[config.mk]
export PLATFORM = sky130hd
export DESIGN_NAME = pipeline_hazard_tracker
export DESIGN_NICKNAME = d
export VERILOG_FILES = /design/src/rtl/cpu_types_pkg.sv /design/src/rtl/pipeline_hazard_tracker_pkg.sv /design/src/rtl/hazard_shadow_stage.sv /design/src/rtl/pipeline_hazard_tracker.sv
export SDC_FILE = /design/constraint.sdc
export NUM_CORES = 1
export LEC_CHECK = 0
export CORE_MARGIN = 5
export CORE_UTILIZATION = 42
export DETAILED_ROUTE_END_ITERATION = 16
export GPL_ROUTABILITY_DRIVEN = 0
export PLACE_DENSITY = 0.78
export SYNTH_ARGS = -nofsm -noshare
export SYNTH_HDL_FRONTEND = slang
export SYNTH_SLANG_ARGS = --single-unit
[constraint.sdc]
create_clock -name CLK -period 2.1 [get_ports CLK]
set_clock_uncertainty 0.05 [all_clocks]
set_input_delay 0.21 -clock CLK [delete_from_list [all_inputs] [get_ports CLK]]
set_output_delay 0.21 -clock CLK [all_outputs]
set_load 0.03 [all_outputs]
[src/rtl/cpu_types_pkg.sv]
// Shared CPU-wide types: register index, opcode encoding and the opcodes
// the hazard logic needs to recognise.
package cpu_types_pkg;

    typedef logic [4:0] regbits_t;
    typedef logic [5:0] opcode_t;

    localparam opcode_t RTYPE = 6'b000000;
    localparam opcode_t LW    = 6'b100011;
    localparam opcode_t SW    = 6'b101011;

endpackage

[src/rtl/pipeline_hazard_tracker_pkg.sv]
// Pipeline movement types: the hazard FSM states and the per-stage shadow
// record of destination register, write enable and opcode.
package pipeline_hazard_tracker_pkg;
    import cpu_types_pkg::*;

    typedef enum logic [1:0] {
        RUN   = 2'd0,
        DWAIT = 2'd1,
        IWAIT = 2'd2
    } hazard_state_t;

    typedef struct packed {
        regbits_t dest;
        logic     wen;
        opcode_t  op;
    } stage_shadow_t;

    localparam stage_shadow_t BUBBLE = '{dest: 5'd0, wen: 1'b0, op: RTYPE};

endpackage

[src/rtl/hazard_shadow_stage.sv]
// One shadow pipeline register: loads on enable, loads a bubble instead when
// flushed, otherwise holds.
module hazard_shadow_stage
    import pipeline_hazard_tracker_pkg::*;
(
    input  logic          clk,
    input  logic          n_rst,
    input  logic          en,
    input  logic          flush,
    input  stage_shadow_t d,
    output stage_shadow_t q
);

    always_ff @(posedge clk) begin
        if (!n_rst) begin
            q <= BUBBLE;
        end else if (en) begin
            q <= flush ? BUBBLE : d;
        end
    end

endmodule

[src/rtl/pipeline_hazard_tracker.sv]
// EX-stage forwarding producer: shadows dest/WEN/opcode through ID/EX, EX/MEM
// and MEM/WB, and sequences advance, load-use stall, flush and memory waits.
module pipeline_hazard_tracker
    import cpu_types_pkg::*;
    import pipeline_hazard_tracker_pkg::*;
#(
    parameter int CNT_W = 16
) (
    input  logic             CLK,
    input  logic             nRST,
    input  logic             ihit,
    input  logic             dhit,
    input  logic [4:0]       rs_ID,
    input  logic [4:0]       rt_ID,
    input  logic             uses_rt_ID,
    input  logic [4:0]       wsel_ID,
    input  logic             WEN_ID,
    input  logic [5:0]       opcode_ID,
    input  logic             branch_taken_EX,
    output logic             pc_en,
    output logic             ifid_en,
    output logic             ifid_flush,
    output logic             idex_flush,
    output logic             dmem_req,
    output logic [4:0]       reg_wr_mem,
    output logic             WEN_EX_MEM,
    output logic [5:0]       opcode_EX_MEM,
    output logic [4:0]       reg_wr_wb,
    output logic             WEN_MEM_WB,
    output logic [CNT_W-1:0] lu_stall_cnt
);

    hazard_state_t state, next_state;
    stage_shadow_t idex_q, exmem_q, memwb_q, id_d;
    logic          advance, memop, load_use;
    logic          memwb_op_unused;

    assign id_d = '{dest: wsel_ID, wen: WEN_ID, op: opcode_ID};

    assign memop    = (exmem_q.op == LW) || (exmem_q.op == SW);
    assign load_use = (idex_q.op == LW) && (idex_q.dest != 5'd0) &&
                      ((idex_q.dest == rs_ID) || (uses_rt_ID && (idex_q.dest == rt_ID)));

    always_ff @(posedge CLK) begin
        if (!nRST) begin
            state <= RUN;
        end else begin
            state <= next_state;
        end
    end

    // A memory op sitting in EX/MEM freezes the pipe until the shared port
    // has served the data access and the fetch has also completed.
    always_comb begin
        next_state = state;
        advance    = 1'b0;
        dmem_req   = 1'b0;
        case (state)
            RUN: begin
                if (memop) begin
                    next_state = DWAIT;
                end else begin
                    advance = ihit;
                end
            end
            DWAIT: begin
                dmem_req = 1'b1;
                if (dhit && ihit) begin
                    advance    = 1'b1;
                    next_state = RUN;
                end else if (dhit) begin
                    next_state = IWAIT;
                end
            end
            IWAIT: begin
                if (ihit) begin
                    advance    = 1'b1;
                    next_state = RUN;
                end
            end
            default: next_state = RUN;
        endcase
    end

    // A taken branch flushes the dependent instruction, so it overrides the stall.
    assign pc_en      = advance && (branch_taken_EX || !load_use);
    assign ifid_en    = advance && !load_use;
    assign ifid_flush = advance && branch_taken_EX;
    assign idex_flush = advance && (branch_taken_EX || load_use);

    hazard_shadow_stage u_idex (
        .clk   (CLK),
        .n_rst (nRST),
        .en    (advance),
        .flush (idex_flush),
        .d     (id_d),
        .q     (idex_q)
    );

    hazard_shadow_stage u_exmem (
        .clk   (CLK),
        .n_rst (nRST),
        .en    (advance),
        .flush (1'b0),
        .d     (idex_q),
        .q     (exmem_q)
    );

    hazard_shadow_stage u_memwb (
        .clk   (CLK),
        .n_rst (nRST),
        .en    (advance),
        .flush (1'b0),
        .d     (exmem_q),
        .q     (memwb_q)
    );

    assign reg_wr_mem    = exmem_q.dest;
    assign WEN_EX_MEM    = exmem_q.wen;
    assign opcode_EX_MEM = exmem_q.op;
    assign reg_wr_wb     = memwb_q.dest;
    assign WEN_MEM_WB    = memwb_q.wen;

    // The write-back opcode is shadowed for symmetry but has no consumer here.
    assign memwb_op_unused = ^memwb_q.op;

    always_ff @(posedge CLK) begin
        if (!nRST) begin
            lu_stall_cnt <= '0;
        end else if (advance && load_use && !branch_taken_EX && !(&lu_stall_cnt)) begin
            lu_stall_cnt <= lu_stall_cnt + CNT_W'(1);
        end
    end

endmodule

# [Yosys cells after proc, flatten, opt, wreduce, memory -nomap -nowiden]
# Index checks and enable logic that the tools add are counted.
# W data, S select, Z words.
[op_classes] add_sub_neg=1 eq_ne=10 n_mux=11 reduce_logical=22
[op_table] cell="$eq A6 B6 Y1 const B" count=3
[op_table] cell="$add A16 B1 Y16 const B" count=1
[op_table] cell="$reduce_and A16 Y1" count=1
[op_table] cell="$mux W12" count=1
[op_table] cell="$logic_and A1 B1 Y1" count=11
[op_table] cell="$eq A5 B5 Y1" count=2
[op_table] cell="$mux W2" count=4
[op_table] cell="$pmux W2 S3" count=1
[op_table] cell="$reduce_bool A5 Y1" count=1
[op_table] cell="$logic_or A1 B1 Y1" count=4
[op_table] cell="$mux W1" count=4
[op_table] cell="$ne A2 B2 Y1 const B" count=2
[op_table] cell="$logic_not A1 Y1" count=3
[op_table] cell="$ne A3 B3 Y1 const B" count=1
[op_table] cell="$pmux W1 S3" count=1
[op_table] cell="$reduce_and A3 Y1" count=1
[op_table] cell="$eq A2 B1 Y1 const B" count=1
[op_table] cell="$eq A2 B2 Y1 const B" count=1
[op_table] cell="$logic_not A2 Y1" count=1
[word_totals] register_bits=48

# [Longest topological paths before layout]
# Gate-level depths: netlist (run 1).
[depth] word_depth=7 ltp_mapped=8 ltp_nobuf=7

# [By module]
# A second synthesis (run 1) with hierarchy kept.
[hier_totals] hier_cells=297 area_unflattened_um2=2581.2
[by_module_without_submodules] mod="hazard_shadow_stage" instances=3 cells_per_inst=53 area_per_inst_um2=488.0
[by_module_without_submodules] mod="pipeline_hazard_tracker" instances=1 cells_per_inst=138 area_per_inst_um2=1117.3

# [Worst setup path after synthesis (run 1)]
# Ideal clock, no wire load.
[synth_path] path_kind="flip-flop to output port" from="register u_idex.q[2] (netlist name)" to="output port idex_flush" t_arrival_ns=2.043 slack_ns=-0.203 path_stages_with_launch=6 path_buffers=1 path_cell_list="dfxtp_1 or4b_4 a211oi_4 nand2_1 clkbuf_1 a21oi_1"
[synth_between] elab_chain_cells=5
[synth_rtl] element="from (decl)" line_no="hazard_shadow_stage.sv:11" rtl="output stage_shadow_t q"
[synth_rtl] element="from (signal assigned)" line_no="hazard_shadow_stage.sv:18" rtl="q <= flush ? BUBBLE : d;"
[synth_rtl] element="$eq A6 B6 Y1" line_no="pipeline_hazard_tracker.sv:41" rtl="assign load_use = (idex_q.op == LW) && (idex_q.dest != 5'd0) &&"
[synth_rtl] element="$logic_and A1 B1 Y1 (2 in series)" line_no="pipeline_hazard_tracker.sv:41"
[synth_rtl] element="$logic_or A1 B1 Y1" line_no="pipeline_hazard_tracker.sv:89" rtl="assign idex_flush = advance && (branch_taken_EX || load_use);"
[synth_rtl] element="$logic_and A1 B1 Y1" line_no="pipeline_hazard_tracker.sv:89"
[synth_rtl] element="to (decl)" line_no="pipeline_hazard_tracker.sv:23" rtl="output logic idex_flush,"
# No other way between the ends.

# [Worst setup path after layout (run 1)]
[layout_path] from="register u_idex.q[4] (netlist name)" to="register lu_stall_cnt[11]"
[layout_between] elab_chain_cells=6
[layout_rtl] element="$eq A6 B6 Y1" line_no="pipeline_hazard_tracker.sv:41"
[layout_rtl] element="$logic_and A1 B1 Y1 (2 in series)" line_no="pipeline_hazard_tracker.sv:41"
[layout_rtl] element="$logic_and A1 B1 Y1 (3 in series)" line_no="pipeline_hazard_tracker.sv:130" rtl="end else if (advance && load_use && !branch_taken_EX && !(&lu_stall_cnt)) begin"
[layout_rtl] element="to (signal assigned)" line_no="pipeline_hazard_tracker.sv:131" rtl="lu_stall_cnt <= lu_stall_cnt + CNT_W'(1);"
[layout_rtl] element="to (decl)" line_no="pipeline_hazard_tracker.sv:30" rtl="output logic [CNT_W-1:0] lu_stall_cnt"
# No other way between the ends.
# A chain may end at the register's enable or synchronous reset.

==> metrics.yaml, run 1 <==
status: "finished, violations left"
violations: "setup timing"
dieWidth_um: 81.3
fin_crit_ns: 2.15
wl_per_cell_um: 14.5
start_util_pct: 42.7
routed_via_density: 5.24
synthesis.yosys.warnings: 0
critical_path.endpoint_type: "flop"
post_synth_num_cell_types: 37
timing.critical_path.buf_inv: 0
critical_path.slowest_cell: "or4b_4"
layout.cells.non_filler: 400
irDropWorstVdd_mv: 0.345
worst_hold_slack_ns: 0.445
place_inst: 384
crit_path_max_incr_delay_ns: 0.54
timing.critical_path.max_delay_family: "simple AND/OR/NAND/NOR gates"
dp.final_hpwl_mm: 4.16
hold_viol: 0
power-per-cell-area_mw_per_mm2: 523
cellLeakagePower_nw: 1.21
cts-buffers-inserted: 5
report.final.slew_viol_count: 0
final.fill_count: 446
synth_simple_gate_area_share_pct: 23.1
clk_path_buf_depth: 2
synth.mux.area_fraction_pct: 9.37
slew_of_the_pin_with_the_lowest_slew_margin_ns: 0.416
drive_above_1_share_pct: 21.5
synth.net_count: 264
max_freq_ghz: 0.465
place.port_buffers: 66
mappedNetlistArea_mm2: 0.00214
detail_route.iter0.violations: 86
postSynthCellCount: 235
routed-via-count: 2094
antenna_cells: 0
maximum_number_of_pins_on_one_net_before_global_route_repair: 34
fin_nets: 358
chipHeight_um: 81.3
global_route.usage.total_pct: 17.8
dominantRegCellSynth: "dfxtp_1"
summed_negative_setup_slack_over_all_endpoints_ns: -0.238
num_io_pins: 67
post_cts_hold_buffer_count: 0
timing.hold.worst.class: "flop to flop"
tritoncts_num_sinks: 48
start_kind: "flop"
cts_root_buf: "clkbuf_8"
insertion_delay_ns: 0.31
row_count: 26
share_of_the_synthesized_area_in_compound_gates_ao_oa_aoi_oai_pct: 12.6
setup_viol: 7
clock_tree_from_tritoncts: "yes"
grt_first_pass_wirelength_mm: 9.27
drt_drc_violations_left: 0
layout_setup_ws_ns: -0.0504
largest_family_of_logic_cells_by_synthesized_area: "simple AND/OR/NAND/NOR gates"
synthXorXnorAreaFrac_pct: 5.33
synth-edff-count: 0
arrival_ns: 2.34
path_class: "flop to flop"
synth.ff_latch_count: 48
fp.dieArea_mm2: 0.00661
synth-adder-area-share_pct: 0.585
slew_headroom_pct: 72.1
first_global_vias: 2087
syn_to_final_growth_pct: 53.6
cap_violations: 0
core_region_area_mm2: 0.00501
synth.avg_cell_area_um2: 9.09
cp_data_required_time_ns: 2.29
total_gr_overflow: 0
rsz0062_at_grt: "yes"
worstPathMaxFanout: 7
totalPowerFinal_mw: 1.72
ant_nets: 0
crit_path_cells: "or4b_4 -> a211oi_4 -> nor4b_4 -> nand2_2 -> or3_1 -> a21oi_1"
number_of_antenna_violations_at_the_first_check_in_global_routing: 0
post-route-period-util_pct: 102
postRouteWirelength_mm: 5.82
synth-seq-area-share_pct: 45.0
ys_async_sr_fraction_pct: 0
ctsHtreeMaxLevel: 2
clk_transition_reported_paths_ns: 0.09
firstDrtPassIters: 4
-- Yosys cell counts, types with 6 or more instances --
master,number,area share [%]
xnor2_1,11,4.5
nand3_1,8,1.9
nand2_1,16,2.8
nor2_1,41,7.2
mux2i_1,20,9.4
nand4_1,7,2.0
inv_1,6,1.1
a32oi_1,12,4.9
a21oi_1,9,2.1
o21ai_0,6,1.4
clkbuf_1,7,1.2
dfxtp_1,48,45
-- per-stage QoR --
stage	util, %	setup slack [ns]	cell area, µm²
6_report	65.5	-0.0504	3280
2_1_floorplan	-	0.0217	2160
5_1_grt	65.5	-0.122	3280
3_5_place_dp	60.5	-0.0841	3030
3_3_place_gp	60.5	0.00505	3030
4_1_cts	63.3	-0.100	3170
-- report_power, final --
group          leakage (nW)  switching, mW  internal, mW
clock                0.0479          0.316         0.233
combinational         0.770          0.106         0.124
sequential            0.389         0.0142         0.924
total                  1.21          0.436          1.28
-- registers in the layout, indices dropped and copies added (netlist names) --
| signal | count |
|---|---|
| u_memwb.q | 6 |
| lu_stall_cnt | 16 |
| u_idex.q | 12 |
| state | 2 |
| u_exmem.q | 12 |
-- worst register-to-register path, cell delays in order (launching register included) --
cell and delay (ns):
dfxtp_2 0.33, or4b_4 0.54, a211oi_4 0.28, nor4b_4 0.29, nand2_2 0.13, or3_1 0.32, a21oi_1 0.14
-- path summary, 6_finish.rpt --
path | slack, ns | start | depth (start not counted) | to
max reg2reg | -0.05 | u_idex.q[4]$_SDFFE_PN0P_ | 6 | lu_stall_cnt[11]$_SDFFE_PN0P_
min reg2reg | 0.44 | u_idex.q[6]$_SDFFE_PN0P_ | 2 | u_idex.q[6]$_SDFFE_PN0P_
max | -0.05 | u_idex.q[4]$_SDFFE_PN0P_ | 6 | lu_stall_cnt[11]$_SDFFE_PN0P_
min | 0.44 | u_idex.q[6]$_SDFFE_PN0P_ | 2 | u_idex.q[6]$_SDFFE_PN0P_
-- cell type report --
class	count	area, µm²	share of cell area [%]
Clock buffer	5	68.8	2.10
Clock inverter	3	18.8	0.572
Inverter	7	26.3	0.801
Multi-Input combinational cell	168	1190	36.4
Sequential cell	48	963	29.4
Tap cell	70	87.6	2.67
Timing Repair Buffer	99	922	28.1
-- cell usage in the layout (no fill, tap or decap), types with 3 or more instances in the layout --
cell / instances
clkdlybuf4s50_1: 62
dfxtp_1: 46
nor2_1: 41
buf_4: 33
mux2i_1: 20
nand2_1: 15
xnor2_1: 11
a32oi_1: 10
nand4_1: 7
inv_1: 6
nand3_1: 6
a21oi_1: 6
o21ai_0: 5
clkbuf_8: 5
or3_1: 4
nor4_2: 3
a21oi_2: 3
o211ai_1: 3
or4_1: 3
buf_6: 3
-- kinds of logic (layout without fill, tap and decap cells) --
group / after synthesis / count (layout)
xor+xnor: 13 / 13
compound gates: 37 / 37
flops: 48 / 48
mux: 20 / 20
simple gates: 97 / 97
buf+inv: 19 / 114
fa+ha+maj: 1 / 1
-- repair_timing --
item	4_1_cts	5_1_grt
endpoints found under the setup margin	9	29
pin swaps	11	5
setup buffers	3	5
gates resized for setup	10	13
-- routing by layer --
metal	up-vias	track usage [%]	part of all wire (%)
met5	-	0	0
met4	0	5.91	1.4
met3	10	4.77	6.2
met2	58	32.6	51
met1	997	19.7	42
li1	1029	-	-
No activity file was read; power rests on OpenSTA's default activity.
==> run 2: changes to the inputs <==
--- a/config.mk
+++ b/config.mk
@@ -6,10 +6,10 @@
 export NUM_CORES = 1
 export LEC_CHECK = 0
 export CORE_MARGIN = 5
-export CORE_UTILIZATION = 42
+export CORE_UTILIZATION = 50
 export DETAILED_ROUTE_END_ITERATION = 16
 export GPL_ROUTABILITY_DRIVEN = 0
-export PLACE_DENSITY = 0.78
+export PLACE_DENSITY = 0.87
 export SYNTH_ARGS = -nofsm -noshare
 export SYNTH_HDL_FRONTEND = slang
 export SYNTH_SLANG_ARGS = --single-unit
==> constraint.sdc (replaced) <==
create_clock -name CLK -period 2.69 [get_ports CLK]
set_clock_uncertainty 0.05 [all_clocks]
set_input_delay 0.269 -clock CLK [delete_from_list [all_inputs] [get_ports CLK]]
set_output_delay 0.269 -clock CLK [all_outputs]
set_load 0.03 [all_outputs]
==> run 2 against run 1 <==
Against the previous run:
- the flow now finishes without violations
- combinational power shrank 33%
- design area down 9.7%
- critical endpoint is now pc_en
- utilization increased by 7.5 points
- total power is 23% lower
- worst hold slack improved by 0.0089 ns
- critical path depth is 2 lower
- first-iteration DRC count increased by 16%
- final cell count is 12% lower
- clock power decreased by 20%
- clock-buffer cell count grew 3
- routed wire length fell by 5.0%
- critical path type is now flop to output pin
==> metrics.yaml, run 2 (same netlist as run 1, synthesis figures left out) <==
path_class: "flop to output pin"
timing.critical_path.max_delay_family: "buffers and inverters"
irDropWorstVdd_mv: 0.347  # +0.59%
multi_input_area_mm2: 0.00111  # -6.8%
core_region_area_mm2: 0.00406  # -19%
postRouteWirelength_mm: 5.53  # -5.0%
final.fill_count: 319  # -28%
cts-buffers-inserted: 5  # unchanged
dieWidth_um: 75.4  # -7.3%
grt_first_pass_wirelength_mm: 8.76  # -5.5%
regArea_um2: 961  # -0.26%
slew_of_the_pin_with_the_lowest_slew_margin_ns: 0.535  # +0.120 ns
report.final.slew_viol_count: 0  # unchanged
syn_to_final_growth_pct: 38.7
timing.critical_path.buf_inv: 1  # +1
detail_route.iter0.violations: 100  # +16%
fin_crit_ns: 2.60
worstPathMaxFanout: 5  # -2
reg2reg_to: "lu_stall_cnt[13]$_SDFFE_PN0P_"
fin_nets: 332  # -7.3%
cellLeakagePower_nw: 1.04  # -14%
routed_via_density: 5.72  # +9.2%
wl_per_cell_um: 15.6  # +7.3%
layout.cells.non_filler: 354  # -12%
drive_above_1_share_pct: 7.89  # -14 points
critical_path.startpoint: "u_idex.q[2]$_SDFFE_PN0P_"
clock_tree_from_tritoncts: "yes"
slew_headroom_pct: 64.0  # -8.1 points
cp_data_required_time_ns: 2.37  # +0.08 ns
critical_path.endpoint_type: "output pin"
setup_viol: 0  # -7
drt_drc_violations_left: 0  # unchanged
num_io_pins: 67  # unchanged
global_route.usage.total_pct: 20.2  # +2.4 points
clk_transition_reported_paths_ns: 0.09  # about the same
row_count: 23  # -12%
ant_nets: 0  # unchanged
worst_hold_slack_ns: 0.454  # +0.00887 ns
rsz0062_at_grt: "no"
chipHeight_um: 75.4  # -7.3%
firstDrtPassIters: 4  # unchanged
start_kind: "flop"
largest-register: "lu_stall_cnt"
largest_register_ffs: 16  # unchanged
number_of_logic_stages_on_the_critical_path_including_buffering: 4  # -2
post-route-period-util_pct: 96.5
termination_of_the_worst_setup_path: "pc_en"
status: "complete, no violations"
crit_path_max_incr_delay_ns: 0.64  # +0.10 ns
totalPowerFinal_mw: 1.33  # -23%
place_inst: 346  # -9.9%
maximum_number_of_pins_on_one_net_before_global_route_repair: 40  # +18%
fp.dieArea_mm2: 0.00568  # -14%
summed_negative_setup_slack_over_all_endpoints_ns: 0  # +0.238 ns
number_of_antenna_violations_at_the_first_check_in_global_routing: 0  # unchanged
insertion_delay_ns: 0.30  # about the same
crit_path_cells: "or4b_4 -> a211oi_4 -> a31oi_1 -> clkdlybuf4s50_1"
cap_violations: 0  # unchanged
max_freq_ghz: 0.385
final_common_cell: "clkdlybuf4s50_1"
start_util_pct: 52.7  # +10 points
tritoncts_num_sinks: 48  # unchanged
place.port_buffers: 66  # unchanged
dp.final_hpwl_mm: 4.04  # -2.8%
critical_path.slowest_cell: "clkdlybuf4s50_1"
ff2ff_setup_slack_ns: 0.35  # +0.40 ns
total_gr_overflow: 0  # unchanged
hold_viol: 0  # unchanged
ctsHtreeMaxLevel: 2  # unchanged
reg.largest.list: "lu_stall_cnt: 16 flops, u_exmem.q: 12 flops, u_idex.q: 12 flops"
reg2reg_depth: 6  # unchanged
reg2reg_from: "u_idex.q[2]$_SDFFE_PN0P_"
routed-via-count: 2024  # -3.3%
power-per-cell-area_mw_per_mm2: 447  # -14%
clk_path_buf_depth: 2  # unchanged
antenna_cells: 0  # unchanged
layout_common_cells: "65 x clkdlybuf4s50_1, 48 x dfxtp_1, 41 x nor2_1"
cts_root_buf: "clkbuf_8"
first_global_vias: 1871  # -10%
arrival_ns: 2.28  # -0.06 ns
timing.hold.worst.class: "flop to flop"
==> run 2: repair_timing <==
action,in CTS,in global routing
hold buffers,0,0
gates resized for setup,0,1
buffers inserted,0,0
setup endpoints to repair,0,2
==> run 2: cell type report <==
class | instances | share of cell area (%)
repair buffers | 73 | 24.0
multi-input cells | 168 | 37.6
flip-flops and latches | 48 | 32.4
inverters | 7 | 0.886
clock buffers | 8 | 3.04
well taps | 50 | 2.11
==> run 2: how the worst min path moves through the flow <==
stage / startpoint / end / slack (ns) / depth (start not counted)
6_report: lu_stall_cnt[5]$_SDFFE_PN0P_ / lu_stall_cnt[5]$_SDFFE_PN0P_ / 0.45 / 2
5_1_grt: lu_stall_cnt[5]$_SDFFE_PN0P_ / lu_stall_cnt[5]$_SDFFE_PN0P_ / 0.47 / 2
4_1_cts: lu_stall_cnt[5]$_SDFFE_PN0P_ / lu_stall_cnt[5]$_SDFFE_PN0P_ / 0.45 / 2
3_5_place_dp: u_idex.q[6]$_SDFFE_PN0P_ / u_idex.q[6]$_SDFFE_PN0P_ / 0.44 / 2
3_3_place_gp: lu_stall_cnt[5]$_SDFFE_PN0P_ / lu_stall_cnt[5]$_SDFFE_PN0P_ / 0.42 / 2
2_1_floorplan: ihit / state[1]$_SDFFE_PN0P_ / 0.30 / 1
==> run 2: through the flow <==
stage	instance area, µm²	util, %	worst slack [ns]
floorplan	2140	-	0.328
global placement	2870	70.7	0.261
detailed placement	2870	70.7	0.176
CTS	2960	72.9	0.0611
global route	2960	73.0	0.0144
finish	2960	73.0	0.0945
==> run 2: worst register-to-register path: stages (launching register included) <==
cell      delay [ns]
dfxtp_1         0.34
or4b_4          0.56
a211oi_4        0.31
nor4b_4         0.33
nand2_2         0.17
or3_1           0.38
a21oi_1         0.14
==> run 2: metal layers <==
metal	global-route usage, %	part of all wire, %	up-vias
li1	-	-	980
met1	24.6	41	955
met2	33.1	48	75
met3	7.52	8.7	14
met4	6.41	2.2	0
met5	0	0	-
==> run 2: where the power goes <==
group	leakage, nW	switching (mW)	total (mW)	internal, mW
clock network	0.0455	0.228	0.438	0.210
registers	0.388	0.0122	0.733	0.721
logic	0.602	0.0740	0.155	0.0806
total	1.04	0.314	1.33	1.01
